## src/rtl/grey_rgb_packer.sv

```systemverilog
`timescale 1ns / 1ps
`default_nettype none
// ============================================================================
//  Module   : grey_rgb_packer
//  Brief    : Decimates the 2x2 grey stream to one pixel per quad, expands it to
//             R=G=B, buffers it in a show-ahead FIFO with frame-coherent drop.
//             Optional binarisation when GREY_PACKER_THRESH_EN is defined.
//  Revision : 1.0  initial release
// ============================================================================
module grey_rgb_packer #(
    parameter int         DEPTH  = 16,
    parameter logic [9:0] THRESH = 10'd512
) (
    input  logic                     iCLK,
    input  logic                     iRST,
    input  logic [10:0]              iX_Cont,
    input  logic [10:0]              iY_Cont,
    input  logic [11:0]              iDATA,
    input  logic                     iDVAL,
    input  logic                     iREADY,
    output logic [9:0]               oRed,
    output logic [9:0]               oGreen,
    output logic [9:0]               oBlue,
    output logic [9:0]               oX_Cont,
    output logic [9:0]               oY_Cont,
    output logic                     oSOF,
    output logic                     oDVAL,
    output logic [$clog2(DEPTH):0]   oLevel,
    output logic                     oOverflow
);

    localparam int                  c_ADDR_W = $clog2(DEPTH);
    localparam logic [c_ADDR_W:0]   c_FULL   = (c_ADDR_W + 1)'(DEPTH);

    typedef enum logic [1:0] {
        WAIT_SOF = 2'd0,
        RUN      = 2'd1,
        DROP     = 2'd2
    } state_t;

    state_t                 r_state;
    state_t                 w_state_nxt;

    logic                   r_s1_valid;
    logic [9:0]             r_s1_colour;
    logic [9:0]             r_s1_x;
    logic [9:0]             r_s1_y;
    logic                   r_s1_sof;

    logic [30:0]            r_mem [DEPTH];
    logic [c_ADDR_W-1:0]    r_wptr;
    logic [c_ADDR_W-1:0]    r_rptr;
    logic [c_ADDR_W:0]      r_count;
    logic                   r_ovf;

    logic [9:0]             w_colour;
    logic                   w_qualify;
    logic                   w_pop;
    logic                   w_push;
    logic                   w_can_push;
    logic                   w_ovf_nxt;
    logic [30:0]            w_head;
    logic                   w_unused;

    assign w_unused  = ^{THRESH, iDATA[1:0]};
    assign w_qualify = iDVAL & iX_Cont[0] & iY_Cont[0];

`ifdef GREY_PACKER_THRESH_EN
    assign w_colour = (iDATA[11:2] >= THRESH) ? 10'h3FF : 10'h000;
`else
    assign w_colour = iDATA[11:2];
`endif

    always_ff @(posedge iCLK or negedge iRST) begin
        if (!iRST) begin
            r_s1_valid  <= 1'b0;
            r_s1_colour <= '0;
            r_s1_x      <= '0;
            r_s1_y      <= '0;
            r_s1_sof    <= 1'b0;
        end else begin
            r_s1_valid  <= w_qualify;
            r_s1_colour <= w_colour;
            r_s1_x      <= iX_Cont[10:1];
            r_s1_y      <= iY_Cont[10:1];
            r_s1_sof    <= (iX_Cont == 11'd1) && (iY_Cont == 11'd1);
        end
    end

    // A pop frees a slot on the same edge, so a full FIFO still accepts a push
    assign oDVAL      = (r_count != '0);
    assign w_pop      = oDVAL & iREADY;
    assign w_can_push = (r_count != c_FULL) | w_pop;

    always_ff @(posedge iCLK or negedge iRST) begin
        if (!iRST) begin
            r_state <= WAIT_SOF;
            r_ovf   <= 1'b0;
        end else begin
            r_state <= w_state_nxt;
            r_ovf   <= w_ovf_nxt;
        end
    end

    always_comb begin
        w_state_nxt = r_state;
        w_push      = 1'b0;
        w_ovf_nxt   = r_ovf;
        case (r_state)
            RUN: begin
                if (r_s1_valid) begin
                    if (w_can_push) begin
                        w_push = 1'b1;
                    end else begin
                        w_ovf_nxt   = 1'b1;
                        w_state_nxt = DROP;
                    end
                end
            end
            WAIT_SOF, DROP: begin
                // Only a start-of-frame pixel can resynchronise the stream
                if (r_s1_valid && r_s1_sof) begin
                    if (w_can_push) begin
                        w_push      = 1'b1;
                        w_ovf_nxt   = 1'b0;
                        w_state_nxt = RUN;
                    end else begin
                        w_ovf_nxt   = 1'b1;
                    end
                end
            end
            default: begin
                w_state_nxt = WAIT_SOF;
            end
        endcase
    end

    always_ff @(posedge iCLK) begin
        if (w_push) begin
            r_mem[r_wptr] <= {r_s1_colour, r_s1_x, r_s1_y, r_s1_sof};
        end
    end

    always_ff @(posedge iCLK or negedge iRST) begin
        if (!iRST) begin
            r_wptr  <= '0;
            r_rptr  <= '0;
            r_count <= '0;
        end else begin
            if (w_push) begin
                r_wptr <= r_wptr + 1'b1;
            end
            if (w_pop) begin
                r_rptr <= r_rptr + 1'b1;
            end
            case ({w_push, w_pop})
                2'b10:   r_count <= r_count + 1'b1;
                2'b01:   r_count <= r_count - 1'b1;
                default: r_count <= r_count;
            endcase
        end
    end

    // Head entry is masked while empty so outputs read zero after reset
    assign w_head    = oDVAL ? r_mem[r_rptr] : 31'd0;
    assign oRed      = w_head[30:21];
    assign oGreen    = w_head[30:21];
    assign oBlue     = w_head[30:21];
    assign oX_Cont   = w_head[20:11];
    assign oY_Cont   = w_head[10:1];
    assign oSOF      = w_head[0];
    assign oLevel    = r_count;
    assign oOverflow = r_ovf;

endmodule
`default_nettype wire

```

## config.mk

```make
export PLATFORM = sky130hd
export DESIGN_NAME = grey_rgb_packer
export DESIGN_NICKNAME = d
export VERILOG_FILES = /design/src/rtl/grey_rgb_packer.sv
export SDC_FILE = /design/constraint.sdc
export NUM_CORES = 1
export LEC_CHECK = 0
export BUFFER_PORTS_ARGS = -buffer_cell sky130_fd_sc_hd__buf_2
export CAP_MARGIN = 20
export CORE_UTILIZATION = 65
export DETAILED_ROUTE_END_ITERATION = 10
export GPL_TIMING_DRIVEN = 0
export HOLD_SLACK_MARGIN = 0.12
export PLACE_DENSITY = 0.84
export SYNTH_ARGS = -nofsm -noshare
export SYNTH_HDL_FRONTEND = slang
export SYNTH_SLANG_ARGS = --single-unit
```

## constraint.sdc

```tcl
create_clock -name iCLK -period 8.33 [get_ports iCLK]
set_input_delay 1.666 -clock iCLK [delete_from_list [all_inputs] [get_ports iCLK]]
set_output_delay 1.666 -clock iCLK [all_outputs]
set_load 0.005 [all_outputs]
```

==> Implementation_results.wiki <==
{| class="wikitable"
! Metric !! Value
|-
| Status || completed
|-
| Critical Path Fanout Max || 10
|-
| Yosys warns || 0
|-
| Antenna cells || 0
|-
| Distinct cell type count after synthesis || 40
|-
| Max Freq || 0.207 GHz
|-
| Placer Congestion || 0.746
|-
| Sum of routed wire length over all layers || 52.0 mm
|-
| Static Leakage || 8.26 nW
|-
| H-tree depth || 2
|-
| Setup repair after global routing missed its margin || false
|-
| Chip width || 182 µm
|-
| Crit path launch type || register
|-
| M1 WL || 18.4 mm
|-
| Area contributors post-synth || sky130_fd_sc_hd__edfxtp_1 71%, sky130_fd_sc_hd__mux4_2 9.4%, sky130_fd_sc_hd__dfrtp_1 5.7%, sky130_fd_sc_hd__mux4_1 4.5%, sky130_fd_sc_hd__nand3_1 2.2%
|-
| NumNets Final || 1,213
|-
| Power density over the cells || 316 mW/mm²
|-
| Via density || 6.93
|-
| Main combinational cell family by area after synthesis || multiplexers
|-
| Area of combinational cells with multiple inputs || 0.00463 mm²
|-
| Core utilization of the finished layout || 0.763
|-
| Post-synth EDFFs || 496
|-
| Total power || 7.64 mW
|-
| Post-synthesis share of cell area spent on and, or, nand and nor gates || 0.0415
|-
| # setup viols final || 0
|-
| Site row count || 65
|-
| Setup Crit Path Kind || register to primary output
|-
| Dominant register cell in the synthesized netlist || sky130_fd_sc_hd__edfxtp_1
|-
| Compound-Gate Fraction of Synth Area || 0.00611
|-
| Resize count post-CTS || 0
|-
| Net count of the mapped netlist || 1,041
|-
| Uppermost signal routing layer after detailed routing || met4
|-
| Post-CTS repair timing setup buffer count || 0
|-
| Effective utilization at floorplan || 0.665
|-
| Cell Chain, Critical Path || buf_2 > clkbuf_1 > mux4_1 > mux2_2 > nand2_1 > nand3_1 > buf_4 > buf_2
|-
| Total global routing overflow || 0
|-
| Filler cell count || 1,566
|-
| Overall via count from detail_route || 11,168
|-
| Data required time of the worst path || 6.66 ns
|-
| Post-synthesis sequential area ratio || 0.763
|-
| Final worst path period share || 0.579
|-
| Remaining antenna violation count after routing || 0
|-
| First-pass GRT wire length || 75.4 mm
|-
| Largest net degree at the start of global routing || 26
|-
| Worst IR Drop VDD || 224 µV
|-
| Root cell of the clock tree || sky130_fd_sc_hd__clkbuf_16
|-
| Final sum of negative setup slack || 0 ns
|-
| GRT Util Overall || 0.325
|-
| Flops & latches, synth || 544
|-
| Cell count after synthesis || 995
|-
| Storage element area || 0.0161 mm²
|-
| Critical path buffer and inverter count || 4
|-
| Area share of fa/ha/maj cells after synthesis || 0.00475
|-
| Routed wire length on met2 || 25.9 mm
|-
| TritonCTS sink count || 544
|-
| TritonCTS clock tree || done
|-
| Syn Std Cell Area || 0.0211 mm²
|-
| Slowest cell delay on critical path || 0.68 ns
|-
| Max-slew violation count || 0
|-
| Overall die height || 182 µm
|-
| Vias in the first global route || 11,534
|-
| Clock-pin slew of the registers on the worst-case setup and hold paths || 0.06 ns
|-
| Clock latency at the later pin of the worst-skew pair || 0.57 ns
|-
| Syn-to-layout area delta || 14.8%
|-
| CP dominant cell by count || sky130_fd_sc_hd__buf_2
|-
| Largest area contributor in the synthesized netlist || sky130_fd_sc_hd__edfxtp_1
|-
| Critical path's top delay family || buffers and inverters
|-
| Proportion of layout cells with a drive suffix above 1 || 0.316
|-
| Slew of the pin with the lowest slew margin || 0.991 ns
|-
| Arrival @ worst endpoint || 3.16 ns
|-
| Clock Tree Buf Depth || 3
|-
| Final hold viol count || 0
|-
| Synth async-reset ratio || 0.0882
|-
| Area fraction of the dominant cell type after synthesis || 0.706
|-
| Kind of capture point of the worst setup path || primary output
|-
| CP max-delay cell || sky130_fd_sc_hd__clkbuf_1
|-
| IO Pins || 96
|-
| Routed length on met3 || 5.32 mm
|-
| Headroom to the max-slew limit || 0.336
|-
| Number of maximum-capacitance violations || 0
|-
| Xor and xnor area share after synthesis || 0.00540
|-
| Number of antenna violations at the first check in global routing || 0
|-
| Number of buffers added on ports || 93
|-
| DRC violation count after routing || 0
|-
| WL per Instance || 32.2 µm
|-
| Worst setup skew after layout || 0.0218 ns
|-
| Number of buffers added to fix hold violations after cts || 0
|-
| Number of buffers inserted during clock tree synthesis || 51
|-
| Class of the tightest hold or removal check || register to register
|-
| Total iterations of the first detailed-routing run || 5
|-
| Min cycle time layout || 4.82 ns
|-
| Die Outline Area || 0.0332 mm²
|-
| Portion of netlist area occupied by mux cells || 0.156
|-
| Total core area || 0.0317 mm²
|-
| Placed wire-length estimate after detailed placement || 30.0 mm
|-
| Post-synthesis average cell area || 21.2 µm²
|-
| Number of DRC violations after detailed-routing iteration 0 || 1,376
|}
## metrics by stage
| step | setup slack, ns | hold WS (ns) | cell area [µm²] | std cells |
|---|---|---|---|---|
| final | 3.51 | 0.502 | 24200 | 1612 |
| after global routing | 3.41 | 0.593 | 24200 | 1612 |
| after CTS | 3.52 | 0.505 | 24200 | 1612 |
| after detailed placement | 4.11 | 0.484 | 22600 | 1516 |
| after global placement | 0.875 | 0.495 | 22100 | 1490 |
| after floorplan | 3.37 | 0.493 | 21100 | 995 |
## routing by layer
layer | up-vias | track usage
li1 | 4418 | -
met2 | 924 | 0.526
met4 | 0 | 0.151
met1 | 5659 | 0.444
met5 | - | 0
met3 | 167 | 0.0551
## state kept, by name, indices dropped and copies added, names as in the netlist
name,count
r_rptr,4
r_s1_sof,1
oOverflow,1
r_s1_x,10
r_s1_valid,1
oLevel,5
r_wptr,4
r_s1_colour,10
r_state,2
r_mem,496
r_s1_y,10
## cell families (layout without fill, tap and decap cells)
family	Yosys count	count (layout)
DFF	544	544
and+or+nand+nor	179	179
muxes	157	157
buffers and inverters	77	292
AOI/OAI and AO/OA	17	17
xor gates and xnor gates	13	13
adders and majority gates	8	8
## layout make-up
| class | instances | area share |
|---|---|---|
| Buffer | 72 | 0.0189 |
| Multi-Input combinational cell | 374 | 0.191 |
| Clock buffer | 76 | 0.0587 |
| Inverter | 5 | 0.000775 |
| Sequential cell | 544 | 0.665 |
| Tap cell | 402 | 0.0208 |
| Clock inverter | 20 | 0.00765 |
| Timing Repair Buffer | 119 | 0.0372 |
## tightest hold or removal path: cells and delay by family, from the launching register on
family / cells / cell delay [ns]
DFF: 1 / 0.34
AOI/OAI and AO/OA: 1 / 0.07
and+or+nand+nor: 1 / 0.06
## cells in the final DEF, fill, tap and decap left out, types with 6 or more instances in the layout
master                      netlist  final
sky130_fd_sc_hd__dfrtp_1         48     48
sky130_fd_sc_hd__nor4_1           6      6
sky130_fd_sc_hd__edfxtp_1       496    496
sky130_fd_sc_hd__mux4_2          88     88
sky130_fd_sc_hd__xor2_1           6      6
sky130_fd_sc_hd__mux4_1          36     36
sky130_fd_sc_hd__buf_2           13    107
sky130_fd_sc_hd__xnor2_1          7      7
sky130_fd_sc_hd__buf_6            6     13
sky130_fd_sc_hd__clkbuf_16        0     52
sky130_fd_sc_hd__nand2_1         43     43
sky130_fd_sc_hd__mux2_2          33     33
sky130_fd_sc_hd__ha_1             8      8
sky130_fd_sc_hd__buf_4           30     34
sky130_fd_sc_hd__buf_12           0      7
sky130_fd_sc_hd__clkbuf_1        19     40
sky130_fd_sc_hd__clkinv_2         0     11
sky130_fd_sc_hd__nor2_4           0     12
sky130_fd_sc_hd__nand3_1         94     94
sky130_fd_sc_hd__buf_16           0      6
## report_power, final
| part | switching, mW | internal (mW) | total (mW) |
|---|---|---|---|
| clock network | 0.982 | 1.28 | 2.26 |
| registers | 0.0664 | 3.01 | 3.07 |
| logic | 1.21 | 1.10 | 2.31 |
## synthesized netlist by cell type (3+ instances only)
master,number
sky130_fd_sc_hd__nor4_1,6
sky130_fd_sc_hd__xor2_1,6
sky130_fd_sc_hd__o21ai_0,4
sky130_fd_sc_hd__a21oi_1,5
sky130_fd_sc_hd__buf_2,13
sky130_fd_sc_hd__mux4_2,88
sky130_fd_sc_hd__nor2_1,14
sky130_fd_sc_hd__buf_6,6
sky130_fd_sc_hd__mux2_2,33
sky130_fd_sc_hd__nand2_1,43
sky130_fd_sc_hd__buf_4,30
sky130_fd_sc_hd__clkbuf_1,19
sky130_fd_sc_hd__nand2b_1,5
sky130_fd_sc_hd__xnor2_1,7
sky130_fd_sc_hd__inv_1,5
sky130_fd_sc_hd__dfrtp_1,48
sky130_fd_sc_hd__nor2b_1,4
sky130_fd_sc_hd__nand3_1,94
sky130_fd_sc_hd__ha_1,8
sky130_fd_sc_hd__nor3_1,4
sky130_fd_sc_hd__nand4_1,3
sky130_fd_sc_hd__edfxtp_1,496
sky130_fd_sc_hd__mux4_1,36
## worst paths after layout
path	startpoint	end	slack, ns	cells past startpoint
setup reg to reg	r_s1_sof	r_mem[2][20]	4.84	6
hold / removal	oOverflow	oOverflow	0.50	2
max in group asynchronous	iRST	r_s1_sof	6.55	2
min in group asynchronous	iRST	r_s1_colour[2]	1.15	1
hold reg to reg	oOverflow	oOverflow	0.50	2
setup / recovery	r_rptr[3]	oRed[0]	3.51	8
(Power assumes the default switching activity.)
